[config.mk]
export PLATFORM = sky130hd
export DESIGN_NAME = fetch_stage
export DESIGN_NICKNAME = d
export VERILOG_FILES = /design/src/rtl/core_pkg.sv /design/src/rtl/if_id_reg.sv /design/src/rtl/fetch_stage.sv
export SDC_FILE = /design/constraint.sdc
export NUM_CORES = 1
export LEC_CHECK = 0
export BUFFER_PORTS_ARGS = -buffer_cell sky130_fd_sc_hd__buf_4
export CAP_MARGIN = 30
export CORE_MARGIN = 4
export CORE_UTILIZATION = 25
export CTS_CLUSTER_DIAMETER = 120
export DETAILED_ROUTE_END_ITERATION = 7
export GPL_TIMING_DRIVEN = 0
export MAX_ROUTING_LAYER = met4
export SLEW_MARGIN = 40
export SYNTH_ARGS = -nofsm -noshare
export SYNTH_HDL_FRONTEND = slang
export SYNTH_HIERARCHICAL = 1
export SYNTH_SLANG_ARGS = --single-unit
[constraint.sdc]
create_clock -name clk -period 2.3 [get_ports clk]
set_input_delay 0.115 -clock clk [delete_from_list [all_inputs] [get_ports clk]]
set_output_delay 0.115 -clock clk [all_outputs]
set_load 0.05 [all_outputs]
[src/rtl/core_pkg.sv]
// core_pkg: shared constants and types for the RV32I pipeline front end.
`default_nettype none

package core_pkg;

  localparam logic [31:0] NOP_INSTR        = 32'h0000_0013;
  localparam logic [31:0] RESET_PC_DEFAULT = 32'h0000_0000;

  typedef enum logic [1:0] {
    IDLE = 2'd0,
    REQ  = 2'd1,
    HELD = 2'd2,
    DROP = 2'd3
  } fetch_state_t;

  typedef enum logic [1:0] {
    IFID_HOLD   = 2'd0,
    IFID_LOAD   = 2'd1,
    IFID_BUBBLE = 2'd2
  } ifid_op_t;

  function automatic logic [31:0] word_align(input logic [31:0] addr);
    return addr & ~32'h0000_0003;
  endfunction

endpackage

`default_nettype wire

[src/rtl/if_id_reg.sv]
// if_id_reg: IF/ID pipeline register with load / bubble / hold control.
`default_nettype none

module if_id_reg
  import core_pkg::*;
(
  input  logic        clk,
  input  logic        rst,
  input  ifid_op_t    op,
  input  logic [31:0] ins_d,
  input  logic [31:0] pc_d,
  output logic [31:0] ins,
  output logic [31:0] pc_id,
  output logic        ifid_valid
);

  // A bubble only kills the instruction; pc_id keeps its last value.
  always_ff @(posedge clk) begin
    if (rst) begin
      ins        <= NOP_INSTR;
      pc_id      <= 32'h0000_0000;
      ifid_valid <= 1'b0;
    end else begin
      case (op)
        IFID_LOAD: begin
          ins        <= ins_d;
          pc_id      <= pc_d;
          ifid_valid <= 1'b1;
        end
        IFID_BUBBLE: begin
          ins        <= NOP_INSTR;
          ifid_valid <= 1'b0;
        end
        default: ;
      endcase
    end
  end

endmodule

`default_nettype wire

[src/rtl/fetch_stage.sv]
// fetch_stage: PC, req/ack instruction fetch FSM, stall hold buffer and
// IF/ID register for the 5-stage RV32I core.
`default_nettype none

module fetch_stage
  import core_pkg::*;
#(
  parameter logic [31:0] RESET_PC = RESET_PC_DEFAULT
) (
  input  logic        clk,
  input  logic        rst,
  input  logic        PCWrite,
  input  logic        IFIDWrite,
  input  logic        flush,
  input  logic [31:0] branch_target,
  output logic        imem_req,
  output logic [31:0] imem_addr,
  input  logic        imem_ack,
  input  logic [31:0] imem_rdata,
  output logic [31:0] ins,
  output logic [31:0] pc_id,
  output logic        ifid_valid
);

  fetch_state_t state;
  logic [31:0]  pc;
  logic [31:0]  stale_addr;
  logic [31:0]  hold_buf;

  ifid_op_t     ifid_op;
  logic [31:0]  ifid_ins_d;
  logic         commit;

  // In DROP the memory still owns the old request, so its address must
  // stay on the bus even though pc already points at the branch target.
  assign imem_req  = (state == REQ) || (state == DROP);
  assign imem_addr = (state == DROP) ? stale_addr : pc;

  always_comb begin
    ifid_op    = IFID_HOLD;
    ifid_ins_d = hold_buf;
    commit     = 1'b0;
    if (flush) begin
      ifid_op = IFID_BUBBLE;
    end else begin
      case (state)
        REQ: begin
          if (imem_ack && IFIDWrite) begin
            ifid_op    = IFID_LOAD;
            ifid_ins_d = imem_rdata;
            commit     = 1'b1;
          end else if (!imem_ack && IFIDWrite) begin
            ifid_op = IFID_BUBBLE;
          end
        end
        HELD: begin
          if (IFIDWrite) begin
            ifid_op    = IFID_LOAD;
            ifid_ins_d = hold_buf;
            commit     = 1'b1;
          end
        end
        DROP:    ifid_op = IFID_BUBBLE;
        default: ifid_op = IFID_HOLD;
      endcase
    end
  end

  always_ff @(posedge clk) begin
    if (rst) begin
      state      <= IDLE;
      pc         <= word_align(RESET_PC);
      stale_addr <= 32'h0000_0000;
      hold_buf   <= NOP_INSTR;
    end else if (flush) begin
      pc       <= branch_target & ~32'h0000_0003;
      hold_buf <= NOP_INSTR;
      case (state)
        REQ: begin
          if (imem_ack) begin
            state <= REQ;
          end else begin
            state      <= DROP;
            stale_addr <= pc;
          end
        end
        DROP:    state <= imem_ack ? REQ : DROP;
        default: state <= REQ;
      endcase
    end else begin
      if (commit && PCWrite) begin
        pc <= pc + 32'd4;
      end
      case (state)
        IDLE: state <= REQ;
        REQ: begin
          if (imem_ack && !IFIDWrite) begin
            hold_buf <= imem_rdata;
            state    <= HELD;
          end
        end
        HELD: begin
          if (IFIDWrite) begin
            state <= REQ;
          end
        end
        DROP: begin
          if (imem_ack) begin
            state <= REQ;
          end
        end
        default: state <= IDLE;
      endcase
    end
  end

  if_id_reg u_if_id_reg (
    .clk        (clk),
    .rst        (rst),
    .op         (ifid_op),
    .ins_d      (ifid_ins_d),
    .pc_d       (pc),
    .ins        (ins),
    .pc_id      (pc_id),
    .ifid_valid (ifid_valid)
  );

endmodule

`default_nettype wire

==> impl_results.md <==
* Gr usage total at between 10% and 20%
* Multi-input gate area at 4040 sq um
* CTS sink count at ~160
* Met1 Use GR at between 10% and 20%
* Hold slack at about 0.032 ns
* Number of DRC markers in iteration 0 at about 400
* Met2 Resource Use GR at 22.4%
* Hpwl dp at around 18 mm
* Post-synthesis compound-gate area fraction at about 12%
* CP Capture Type: flip-flop
* Max FO, Critical Path at 10
* Antenna-violating nets left at 0
* Area of the die at ~33000 sq um
* Clock-pin slew on the worst setup and hold paths at around 0.070 ns
* Vias in the first global route at between 6000 and 7000
* Max-cap violations at 0
* Data required time of the critical path at ~2.7 ns
* Startpoint Class: flip-flop
* Fin cells at 1495
* Final worst path period need at roughly 2.2 ns
* Largest buffer count on any clock path at 2
* FF+latch count, synth at roughly 160
* Register area at 3190 sq um
* Worst reg2reg path depth at 11
* Final setup skew at 0.0110 ns
* Synth Flop Type: dfxtp_1
* Static Leak at just over 4 nW
* Post-synthesis average cell area at about 9 sq um
* Critical path origin: state[1]
* Yosys warning count at 6
* Adder-cell share of the synthesized area at ~1.5%
* Drt first pass iters at 4
* GRT Residual Overflow at 0
* Sequential area share after synthesis at 42.5%
* Dpl ws at -0.468 ns
* Synth top area cells: dfxtp_1 (42%), nand2_1 (9.2%), mux2_2 (8.9%), a21oi_1 (5.1%), mux2i_1 (4.5%)
* Synth top cells by count: nand2_1 (183), dfxtp_1 (159), a21oi_1 (76), nor2_1 (63), mux2_2 (59)
* GPL Wtd Cong at about 0.85
* Worst ir drop on vdd at between 0.3 and 0.4 mV
* Clock root cell: clkbuf_16
* # setup viols final at 0
* Slew HR at approximately 57%
* Final Hold Vio Count at 0
* Chip height at 181 um
* Initial antenna violation count at 0
* IO Port Bufs at about 160
* Post-layout nets at about 1200
* Largest area contributor in the netlist: dfxtp_1
* Post-Synth XOR/XNOR Area at under 10%
* Crit path capture: u_if_id_reg/ins[19]
* Area Growth Syn to Fin at 41.4%
* Met3 usage at under 10%
* Worst r2r dst: u_if_id_reg/ins[19]
* Core utilization of the finished layout at a little over a third
* Num CTS Buffers at 17
* Fill cells at just over 3000
* Hold Path Class: input pin to flip-flop
* Gate Count Post-Synth at 845
* RSZ-0062 raised after global routing: yes
* Cells along the critical path: inv_4 -> ha_4 -> a21oi_4 -> nor4b_4 -> inv_2 -> ha_4 -> buf_6 -> or2_4 -> buf_6 -> buf_8 -> o22ai_2
* Total Wirelength at about 24 mm
* Boundary Pins at 168
* Rows at 63
* Area share of the largest cell type after synthesis at 42.5%
* Drc violations at 0
* Cell Pwr Density at between 600 and 700 nW/um^2
* Post-synthesis cell area at 7490 sq um
* Final Cell Area at about 11000 sq um
* First-pass GRT wire length at approximately 37 mm
* Status: finished, final reports clean
* Via count at between 6000 and 7000
* H-tree depth at 4
* Most frequent cell after synthesis: nand2_1
* Setup TNS Final at 0 ns
* Area after DPL at a little over 9000 sq um
* Final period utilization at a little over nine tenths
* Max Freq at between 0.4 and 0.5 GHz
* Gr busiest metal: met2
* Routed vias/inst at approximately 4.5
* Mux contribution to synthesized area at 13.4%
* Initial Utilization at around a quarter
* WP data arrival at approximately 2.6 ns
* Main combinational cell family by area after synthesis: simple AND/OR/NAND/NOR gates
* Average routed wire per standard cell at between 15 and 20 um
* Total power at slightly below 7 mW
* Slowest CP cell: dfxtp_2
* Antenna Cells at 0
* Core area at just under 30000 sq um
* Slowest Stage Delay on Critical Path at 0.36 ns
* Final setup margin at 0.0601 ns
* CTS tree: yes
* Worst R2R Start: state[1]
* Dpl cells at 1399
* Worst skew pair latency at 0.43 ns
* Post-Synth Simple-Gate Area at about 22%
* Share of layout cells above drive strength 1 at between 30% and 40%
* Width of the die at roughly 180 um
* Worst Tran Pin Value at roughly 0.64 ns
* Max-slew violation count at 0
* Ys async rst share at 0%
* Setup CP Type: flip-flop to flip-flop
* Netlist cell types at 51
* Largest net degree at the start of global routing at 17
* EDFF count, synth at 0
* R2R setup slack at ~0.06 ns
## metal layers
metal	share of wire, %	routed length [um]
met5	0	0
met1	46	11300
met3	6.6	1610
met2	45	11000
met4	1.5	376
## state kept, by name, indices dropped and copies added (netlist names)
| register | cells |
|---|---|
| u_if_id_reg/pc_id | 32 |
| state | 2 |
| pc | 30 |
| stale_addr | 30 |
| hold_buf | 32 |
| u_if_id_reg/ins | 32 |
| u_if_id_reg/ifid_valid | 1 |
## logic make-up (layout without fill, tap and decap cells)
group / Yosys count / count (layout)
xor+xnor: 27 / 27
fa+ha+maj: 9 / 9
compound gates: 139 / 139
flops: 159 / 159
simple gates: 342 / 342
mux: 93 / 93
buf+inv: 75 / 332
other cells: 1 / 4
## critical path: cells and delay by family (launching register included)
kind | cells | cell delay [ns]
buffers and inverters | 5 | 0.61
and+or+nand+nor | 2 | 0.61
DFF | 1 | 0.36
AOI/OAI and AO/OA | 2 | 0.18
adders and majority gates | 2 | 0.40
## how the worst min path moves through the flow
stage | slack, ns | to | from | cells after the start
floorplan | 0.24 | hold_buf[0] | imem_rdata[0] | 2
global placement | 0.33 | hold_buf[0] | imem_rdata[0] | 3
detailed placement | 0.34 | hold_buf[0] | imem_rdata[0] | 3
CTS | 0.005 | pc[11] | branch_target[11] | 3
global route | 0.03 | pc[9] | branch_target[9] | 3
finish | 0.03 | pc[11] | branch_target[11] | 3
## layout by cell type (no fill, tap or decap), types with 5 or more instances in the layout
| cell type | count |
|---|---|
| clkbuf_8 | 6 |
| clkbuf_16 | 18 |
| dlygate4sd3_1 | 56 |
| clkinvlp_4 | 5 |
| o22ai_1 | 10 |
| nand2b_1 | 28 |
| nand2_1 | 183 |
| nand4_1 | 12 |
| buf_6 | 7 |
| buf_4 | 169 |
| nor2_1 | 62 |
| xor2_1 | 11 |
| mux2i_1 | 34 |
| nand3_1 | 13 |
| a211oi_1 | 19 |
| a21oi_1 | 74 |
| o22ai_2 | 20 |
| xnor2_1 | 16 |
| mux2_2 | 59 |
| buf_2 | 16 |
| dfxtp_1 | 157 |
| clkbuf_1 | 30 |
## report_power, final
part | switching [mW] | internal (mW) | leakage, nW | total (mW)
clock | 1.27 | 1.54 | 0.265 | 2.81
combinational | 0.613 | 0.442 | 2.47 | 1.05
sequential | 0.0907 | 2.82 | 1.29 | 2.91
total | 1.98 | 4.80 | 4.03 | 6.77
## repair_timing
| item | 4_1_cts | 5_1_grt |
|---|---|---|
| pin swaps | 1 | 3 |
| hold endpoints to repair | 56 | 0 |
| resized for setup | 26 | 19 |
| gates cloned | 0 | 1 |
| hold buffers | 56 | 0 |
| setup endpoints to repair | 87 | 68 |
| buffers inserted | 3 | 4 |
## cell type report
| class | instances | share of cell area [%] |
|---|---|---|
| sequential | 159 | 30.1 |
| buffer | 67 | 4.09 |
| multi-input combinational | 614 | 38.1 |
| inverter | 8 | 0.307 |
| timing repair buffer | 225 | 17.4 |
| tap | 390 | 4.61 |
| clock inverter | 13 | 1.21 |
| clock buffer | 19 | 4.18 |
Note: power is estimated with default switching activity, not from simulation.
